--- src/rtl/alu_pkg.sv ---
// rtl/alu_pkg.sv - shared ALU control types, opcode/memc constants and stall FSM states
package alu_pkg;

  typedef enum logic [3:0] {
    CTL_ADD = 4'h0,
    CTL_SUB = 4'h1,
    CTL_AND = 4'h2,
    CTL_OR  = 4'h3,
    CTL_XOR = 4'h4,
    CTL_SLL = 4'h5,
    CTL_SRL = 4'h6,
    CTL_SLT = 4'h7,
    CTL_MUL = 4'h8,
    CTL_DIV = 4'h9
  } control_e;

  localparam logic [3:0] OP_ADD = 4'h0;
  localparam logic [3:0] OP_MUL = 4'h8;
  localparam logic [3:0] OP_DIV = 4'h9;

  localparam logic [1:0] MEMC_NONE  = 2'b00;
  localparam logic [1:0] MEMC_STORE = 2'b01;
  localparam logic [1:0] MEMC_LOAD  = 2'b10;

  typedef enum logic [1:0] {
    ST_IDLE     = 2'd0,
    ST_MDU_BUSY = 2'd1,
    ST_HALTED   = 2'd2
  } stall_state_e;

  function automatic logic is_mdu_op(input logic [3:0] op);
    return (op == OP_MUL) || (op == OP_DIV);
  endfunction

endpackage

--- src/rtl/reg_match_cmp.sv ---
// rtl/reg_match_cmp.sv - flags a decode source register that matches the EX destination
module reg_match_cmp (
  input  logic [3:0] rs,
  input  logic       rs_used,
  input  logic [3:0] rd,
  input  logic       reg_wr,
  output logic       match
);

  assign match = reg_wr && rs_used && (rs == rd);

endmodule

--- src/rtl/stall_ctrl.sv ---
// rtl/stall_ctrl.sv - pipeline stall, bubble and forwarding control
// STALL_CTRL_MDU_EN enables multi-cycle MUL/DIV occupancy of stage A.
module stall_ctrl
  import alu_pkg::*;
#(
  parameter int MDU_LAT = 4
) (
  input  logic       clk,
  input  logic       rst,
  input  logic       halt_sys,
  input  logic [3:0] id_rs1,
  input  logic [3:0] id_rs2,
  input  logic       id_rs1_used,
  input  logic       id_rs2_used,
  input  logic [7:0] ex_instr,
  input  logic       ex_reg_wr,
  input  logic [1:0] ex_memc,
  output logic       stall_fe,
  output logic       stall_a,
  output logic       bubble_a,
  output logic       haz1,
  output logic       haz2,
  output logic       mdu_busy,
  output logic       halted
);

  stall_state_e state;
  logic         halted_q;
  logic         m1;
  logic         m2;
  logic         ex_load;
  logic         load_use;
  logic         mdu_op;
  logic [3:0]   rd;

  assign rd       = ex_instr[3:0];
  assign ex_load  = (ex_memc == MEMC_LOAD);
  assign load_use = ex_load && (m1 || m2);

  reg_match_cmp u_match_rs1 (
    .rs      (id_rs1),
    .rs_used (id_rs1_used),
    .rd      (rd),
    .reg_wr  (ex_reg_wr),
    .match   (m1)
  );

  reg_match_cmp u_match_rs2 (
    .rs      (id_rs2),
    .rs_used (id_rs2_used),
    .rd      (rd),
    .reg_wr  (ex_reg_wr),
    .match   (m2)
  );

`ifdef STALL_CTRL_MDU_EN
  logic [2:0] mdu_cnt;
  logic       busy_q;

  assign mdu_op   = is_mdu_op(ex_instr[7:4]);
  assign mdu_busy = busy_q;

  always_ff @(posedge clk or posedge rst) begin
    if (rst) begin
      state    <= ST_IDLE;
      halted_q <= 1'b0;
      busy_q   <= 1'b0;
      mdu_cnt  <= 3'd0;
    end else if (halt_sys) begin
      state    <= ST_HALTED;
      halted_q <= 1'b1;
      busy_q   <= 1'b0;
      mdu_cnt  <= 3'd0;
    end else begin
      case (state)
        ST_IDLE: begin
          if (mdu_op) begin
            state   <= ST_MDU_BUSY;
            busy_q  <= 1'b1;
            mdu_cnt <= 3'(MDU_LAT - 2);
          end
        end
        ST_MDU_BUSY: begin
          // The op leaves EX on the cycle the count reaches zero.
          if (mdu_cnt != 3'd0) begin
            mdu_cnt <= mdu_cnt - 3'd1;
          end else begin
            state  <= ST_IDLE;
            busy_q <= 1'b0;
          end
        end
        ST_HALTED: state <= ST_HALTED;
        default: begin
          state  <= ST_IDLE;
          busy_q <= 1'b0;
        end
      endcase
    end
  end
`else
  logic              unused_ex_op;
  localparam int     unused_mdu_lat = MDU_LAT;

  assign unused_ex_op = ^ex_instr[7:4];
  assign mdu_op       = 1'b0;
  assign mdu_busy     = 1'b0;

  always_ff @(posedge clk or posedge rst) begin
    if (rst) begin
      state    <= ST_IDLE;
      halted_q <= 1'b0;
    end else if (halt_sys) begin
      state    <= ST_HALTED;
      halted_q <= 1'b1;
    end
  end
`endif

  assign halted = halted_q;

  // Hazard outputs are combinational on the decode/EX inputs, so reset must mask them too.
  always_comb begin
    stall_fe = 1'b0;
    stall_a  = 1'b0;
    bubble_a = 1'b0;
    haz1     = 1'b0;
    haz2     = 1'b0;
    if (!rst) begin
      case (state)
        ST_HALTED: begin
          stall_fe = 1'b1;
          stall_a  = 1'b1;
        end
`ifdef STALL_CTRL_MDU_EN
        ST_MDU_BUSY: begin
          stall_fe = (mdu_cnt != 3'd0);
          stall_a  = (mdu_cnt != 3'd0);
        end
`endif
        default: begin
          if (mdu_op) begin
            stall_fe = 1'b1;
            stall_a  = 1'b1;
          end else if (load_use) begin
            stall_fe = 1'b1;
            bubble_a = 1'b1;
          end
        end
      endcase
      if (state != ST_HALTED) begin
        haz1 = m1 && !ex_load;
        haz2 = m2 && !ex_load;
      end
    end
  end

endmodule
--- config.mk ---
export PLATFORM = sky130hd
export DESIGN_NAME = stall_ctrl
export DESIGN_NICKNAME = d
export VERILOG_FILES = /design/src/rtl/alu_pkg.sv /design/src/rtl/reg_match_cmp.sv /design/src/rtl/stall_ctrl.sv
export SDC_FILE = /design/constraint.sdc
export NUM_CORES = 1
export LEC_CHECK = 0
export ABC_AREA = 1
export CORE_AREA = 10 10 47 49
export CTS_CLUSTER_SIZE = 16
export DETAILED_ROUTE_END_ITERATION = 8
export DIE_AREA = 0 0 57 59
export PLACE_DENSITY = 0.64
export REMOVE_ABC_BUFFERS = 1
export SYNTH_ARGS = -nofsm -noshare
export SYNTH_HDL_FRONTEND = slang
export SYNTH_SLANG_ARGS = --single-unit
--- constraint.sdc ---
create_clock -name clk -period 0.9 [get_ports clk]
set_clock_uncertainty 0.05 [all_clocks]
set_input_delay 0.18 -clock clk [delete_from_list [all_inputs] [get_ports clk]]
set_output_delay 0.18 -clock clk [all_outputs]
set_load 0.03 [all_outputs]
==> qor.txt, run 1 <==
Status: complete, but fails checks
Failing checks: setup timing
VDD IR max: 0.000181 V
Worst-skew pair later-pin latency: 0 ns
Setup ws final: -0.315 ns
Vias per inst: 3.94
Clock slew at reported path FFs: 0 ns
Cell count after synthesis: 57
DR WL/cell: 10.3 um
# DRC: 0
Post-CTS Hold Buffers: 0
Port-buffer cells: 25
Router iterations before antenna repair: 2
Power density cells: 407 nW/um^2
LEAKAGE: 0.000334 uW
Setup CP Type: input pin to output pin
HP Class: input pin to async pin
Post-DP HPWL: 839 um
Compound-Gate Fraction of Synth Area: 3.77%
Synth cell types: 13
Top_reg_cell synth: dfrtp_1
GR Util met3: 0.858%
Cell area after synthesis: 265 sq um
Die area: 3360 sq um
Comb pwr share: 81.7%
Synth Area in XOR/XNOR: 0%
Met2 usage: 10.7%
Synth Area per Inst: 4.65 sq um
RSZ-0062 raised after global routing: yes
Startpoint types: input pin
Synth top area cells: nand2_1, inv_1, nor2_1
Largest family of logic cells by synthesized area: simple AND/OR/NAND/NOR gates
Flops & latches, synth: 1
Post-synth EDFFs: 0
Yosys warning count: 0
Vias in the first global route: 403
Setup TNS: -1.16 ns
Most frequent cell after synthesis: nand2_1
Synth area leader: nand2_1
Finish-stage setup viols: 4
Biggest regs: state: 1 flops
Fin. Hold Viols: 0
Initial antenna violation count: 0
Synth Area in Adders: 0%
Grt ovf: 0
Max FFs per register: 1
Tmin final: 1.22 ns
Proportion of synthesized area in mux cells: 0%
Chip height: 59 um
Clock share of power: 0%
Total GRT Usage: 5.27%
Cell Rows: 14
Antenna Violating Nets Remaining: 0
P_sw: 96.6 uW
Max FO, Critical Path: 2
Vias: 402
Core area: 1400 sq um
Sequential area share after synthesis: 9.43%
Crit share post-route: 135%
Max Cap Viol: 0
Pwr Total: 251 uW
Total Wirelength: 1060 um
Max Fclk: 823 MHz
Worst setup EP type: output pin
Global placer's final weighted congestion: 0.759
Number of slew-limit violations in the final report: 0
Die Wd: 57 um
P_int: 154 uW
Switching part of the total power: 38.5%
DR iter-0 viols: 12
NumNets Final: 112
Ys async rst share: 100%
Simple-gate area share of the yosys netlist: 61.3%
Antenna cells: 0
I/O pin cnt: 31
Critical path required time: 0.67 ns
Largest Register: state
Area delta synth->final: 132%
GRT met1 Usage: 5.83%
GRT Max-Usage Layer: met2
Top cells by count, synth: nand2_1, inv_1, nor2_1
Pin count of the biggest net entering global routing: 4
Area fraction of the dominant cell type after synthesis: 26.9%
Initial Util: 18.9%
Worst path arrival time: 0.99 ns
Sequential power share: 18.3%
Proportion of layout cells with a drive suffix above 1: 59.3%
First-pass GRT wire length: 1570 um
[path summary, 6_finish.rpt]
kind                             startpoint        to  slack (ns)  cells past startpoint
worst max-delay path            id_rs1_used  bubble_a       -0.32                      8
worst min-delay path                    rst  state[1]        0.16                      3
worst max register to register     state[1]  state[1]        0.01                      2
worst min register to register     state[1]  state[1]        0.55                      2
max in group asynchronous               rst  state[1]        0.56                      3
min in group clk                   halt_sys  state[1]        0.46                      2
[worst max-delay path, cell delays in order]
cell and delay, ns:
clkdlybuf4s15_1 0.16, nand3_1 0.07, nor2_1 0.11, nand2_1 0.07, nand2_1 0.09, nand2_2 0.06
nor2_2 0.10, buf_6 0.14
[stage by stage]
stage	std cells	area [sq um]	hold slack, ns	setup WS (ns)	utilization, %
3_3_place_gp	99	528	0.493	-0.710	37.7
2_1_floorplan	56	258	-0.143	-0.722	-
5_1_grt	102	616	0.174	-0.385	43.9
6_report	102	616	0.155	-0.315	43.9
4_1_cts	99	520	0.218	-0.329	37.1
3_5_place_dp	99	528	0.502	-0.732	37.7
[cells in the final DEF (no fill, tap or decap), types with 5 or more instances in the layout]
cell type / count
nand2_1: 15
buf_6: 13
inv_2: 6
inv_1: 6
nand2_2: 6
nor2_1: 5
buf_2: 5
buf_4: 5
[cell families (layout without fill, tap and decap cells)]
family                 Yosys count  after routing
DFF                              1              1
buffers and inverters           16             45
and+or+nand+nor                 37             37
other                            1              1
AOI/OAI and AO/OA                2              2
[power groups by stage]
stage | sequential, uW | clock, uW | combinational, uW
after floorplan | 45.8 | 0 | 70.7
after global placement | 45.8 | 0 | 180
after detailed placement | 45.8 | 0 | 182
after CTS | 45.8 | 0 | 170
after global routing | 45.8 | 0 | 226
final | 45.8 | 0 | 205
[routing by layer]
metal	wire length [um]	part of all wire [%]
met1	394	37
met2	602	57
met3	58	5.5
met4	0	0
met5	0	0
[final cells by class]
cell class / instances / area (sq um)
sequential: 1 / 25.0
fill: 164 / 786
timing repair buffer: 30 / 273
multi-input combinational: 40 / 234
inverter: 15 / 63.8
tap: 16 / 20.0
[what timing repair did]
item,CTS,global route
endpoints found under the setup margin,6,6
pin swaps,26,18
cloned,0,0
buffers inserted,0,3
gates resized for setup,76,28
Note: power is estimated with default switching activity, not from simulation.
==> inputs of run 2 (changes only) <==
--- a/config.mk
+++ b/config.mk
@@ -5,13 +5,13 @@
 export SDC_FILE = /design/constraint.sdc
 export NUM_CORES = 1
 export LEC_CHECK = 0
-export ABC_AREA = 1
 export CORE_AREA = 10 10 47 49
 export CTS_CLUSTER_SIZE = 16
 export DETAILED_ROUTE_END_ITERATION = 8
 export DIE_AREA = 0 0 57 59
-export PLACE_DENSITY = 0.64
+export PLACE_DENSITY = 0.61
 export REMOVE_ABC_BUFFERS = 1
 export SYNTH_ARGS = -nofsm -noshare
 export SYNTH_HDL_FRONTEND = slang
+export SYNTH_HIERARCHICAL = 1
 export SYNTH_SLANG_ARGS = --single-unit
==> constraint.sdc (replaced) <==
create_clock -name clk -period 1.5 [get_ports clk]
set_clock_uncertainty 0.05 [all_clocks]
set_input_delay 0.3 -clock clk [delete_from_list [all_inputs] [get_ports clk]]
set_output_delay 0.3 -clock clk [all_outputs]
set_load 0.03 [all_outputs]
==> run 2 against run 1 <==
The flow still finishes with violations (setup timing); flip-flop and latch count unchanged; wire length decreased by 4.5%; design area decreased by 7.5%; highest routed layer unchanged.
==> qor.txt, run 2 <==
Delay-heaviest family, CP: compound AO/OA/AOI/OAI gates
Synth cell types: 16
Critical-path cell list: buf_2 > a222oi_1 > nor4b_4 > o21ai_2 > a21oi_2 > buf_6
Clock slew at reported path FFs: 0 ns
Synth area leader: inv_1
Power density cells: 259 nW/um^2
Crit path buf inv count: 2
Post-route cell area: 569 sq um
Max Fclk: 565 MHz
Status: complete, but fails checks
Dpl cell area: 515 sq um
Worst setup EP type: output pin
Startpoint types: input pin
VDD IR max: 0.000162 V
Pre-CTS setup slack: -0.730 ns
Vias in the first global route: 362
Max FO, Critical Path: 2
Flops & latches, synth: 1
Most common cell after layout, fill and taps aside: buf_6
Cell area after synthesis: 235 sq um
Antenna cells: 0
Chip height: 59 um
Max FFs per register: 1
Most frequent cell after synthesis: inv_1
Global placer's final weighted congestion: 0.663
Port-buffer cells: 25
LEAKAGE: 0.000270 uW
Top_reg_cell synth: dfrtp_1
NumNets Final: 87
# DRC: 0
Setup ws final: -0.269 ns
Sequential area share after synthesis: 10.6%
Die Wd: 57 um
Max Cap Viol: 0
DR WL/cell: 13.1 um
Tmin final: 1.77 ns
# fillers: 158
Fin. Hold Viols: 0
Core area: 1400 sq um
Router iterations before antenna repair: 4
Cell count after synthesis: 30
Largest Register: state
Vias per inst: 4.38
Pwr Total: 148 uW
Setup CP Type: input pin to output pin
Worst-skew pair later-pin latency: 0 ns
Area fraction of the dominant cell type after synthesis: 12.8%
Pin count of the biggest net entering global routing: 5
Worst path arrival time: 1.42 ns
Cell Rows: 14
First-pass GRT wire length: 1460 um
GRT met1 Usage: 4.78%
Met2 usage: 9.30%
Maximum single-stage delay on the critical path: 0.30 ns
GRT Max-Usage Layer: met2
Antenna Violating Nets Remaining: 0
Die area: 3360 sq um
Grt ovf: 0
Proportion of layout cells with a drive suffix above 1: 63.9%
Slowest CP cell: a222oi_1
Vias: 337
Post-synth EDFFs: 0
Initial Util: 16.8%
Area delta synth->final: 142%
HP Class: register to register
Most frequent cells in the layout: buf_6, buf_2, buf_4
Synth top area cells: inv_1, nor4b_2, dfrtp_1
Initial antenna violation count: 0
Ys async rst share: 100%
Non-Filler Instances: 77
Finish-stage setup viols: 4
Placed Cells: 74
Yosys warning count: 6
Critical path required time: 1.15 ns
Failing checks: setup timing
DR iter-0 viols: 4
Post-DP HPWL: 860 um
Biggest regs: state: 1 flops
Synth Area per Inst: 7.84 sq um
RSZ-0062 raised after global routing: yes
I/O pin cnt: 31
Total GRT Usage: 5.16%
Number of slew-limit violations in the final report: 0
GR Util met3: 4.08%
Total Wirelength: 1010 um
Crit share post-route: 118%
run 2: cell types whose count changed after synthesis, moves of 5 or more:
cell and change:
nor2_1 -7, inv_1 -5, nand2_1 -19, nand3_1 -5
run 2: final timing paths:
path	startpoint	to	slack [ns]	cells past startpoint
worst max-delay path	id_rs2[3]	stall_fe	-0.27	6
worst min-delay path	state[1]	state[1]	0.54	2
worst max register to register	state[1]	state[1]	0.54	2
worst min register to register	state[1]	state[1]	0.54	2
max in group asynchronous	rst	state[1]	0.72	3
min in group asynchronous	rst	state[1]	0.59	3
run 2: report_power, final:
group | internal [uW] | switching [uW]
logic | 68.7 | 51.3
clock network | 0 | 0
registers | 27.5 | 0.0000000000000257
total | 96.2 | 51.3
run 2: cell families after synthesis:
family | share of synthesized area, %
and+or+nand+nor | 36.7
buffers and inverters | 16.0
AOI/OAI and AO/OA | 27.7
xor gates and xnor gates | 7.45
DFF | 10.6
other | 1.59
run 2: stage by stage:
stage	setup TNS (ns)	utilization, %	hold slack, ns
global placement	-2.59	36.8	0.532
global route	-1.29	40.6	0.556
CTS	-0.933	39.0	0.541
finish	-0.876	40.6	0.537
floorplan	-0.635	-	-0.0213
detailed placement	-2.69	36.8	0.539
run 2: repair_timing:
action / CTS / global route
gates resized for setup: 55 / 7
endpoints found under the setup margin: 5 / 5
pin swaps: 13 / 6
hold buffers: 0 / 0
buffers inserted: 3 / 0
run 2: per-layer routing:
layer	vias to the layer above	wire length, um
met4	0	0
met2	20	458
met3	0	192
met5	-	0
li1	165	-
met1	152	356
run 2: layout make-up:
cell class / count / area, sq um / area share [%]
repair buffers: 32 / 280 / 49.2
flip-flops and latches: 1 / 25.0 / 4.40
inverters: 8 / 30.0 / 5.27
multi-input cells: 20 / 214 / 37.6
well taps: 16 / 20.0 / 3.52
run 2: worst reg2reg max path: stages, from the launching register on:
cell,delay (ns)
dfrtp_1,0.35
buf_4,0.15
or2_2,0.29
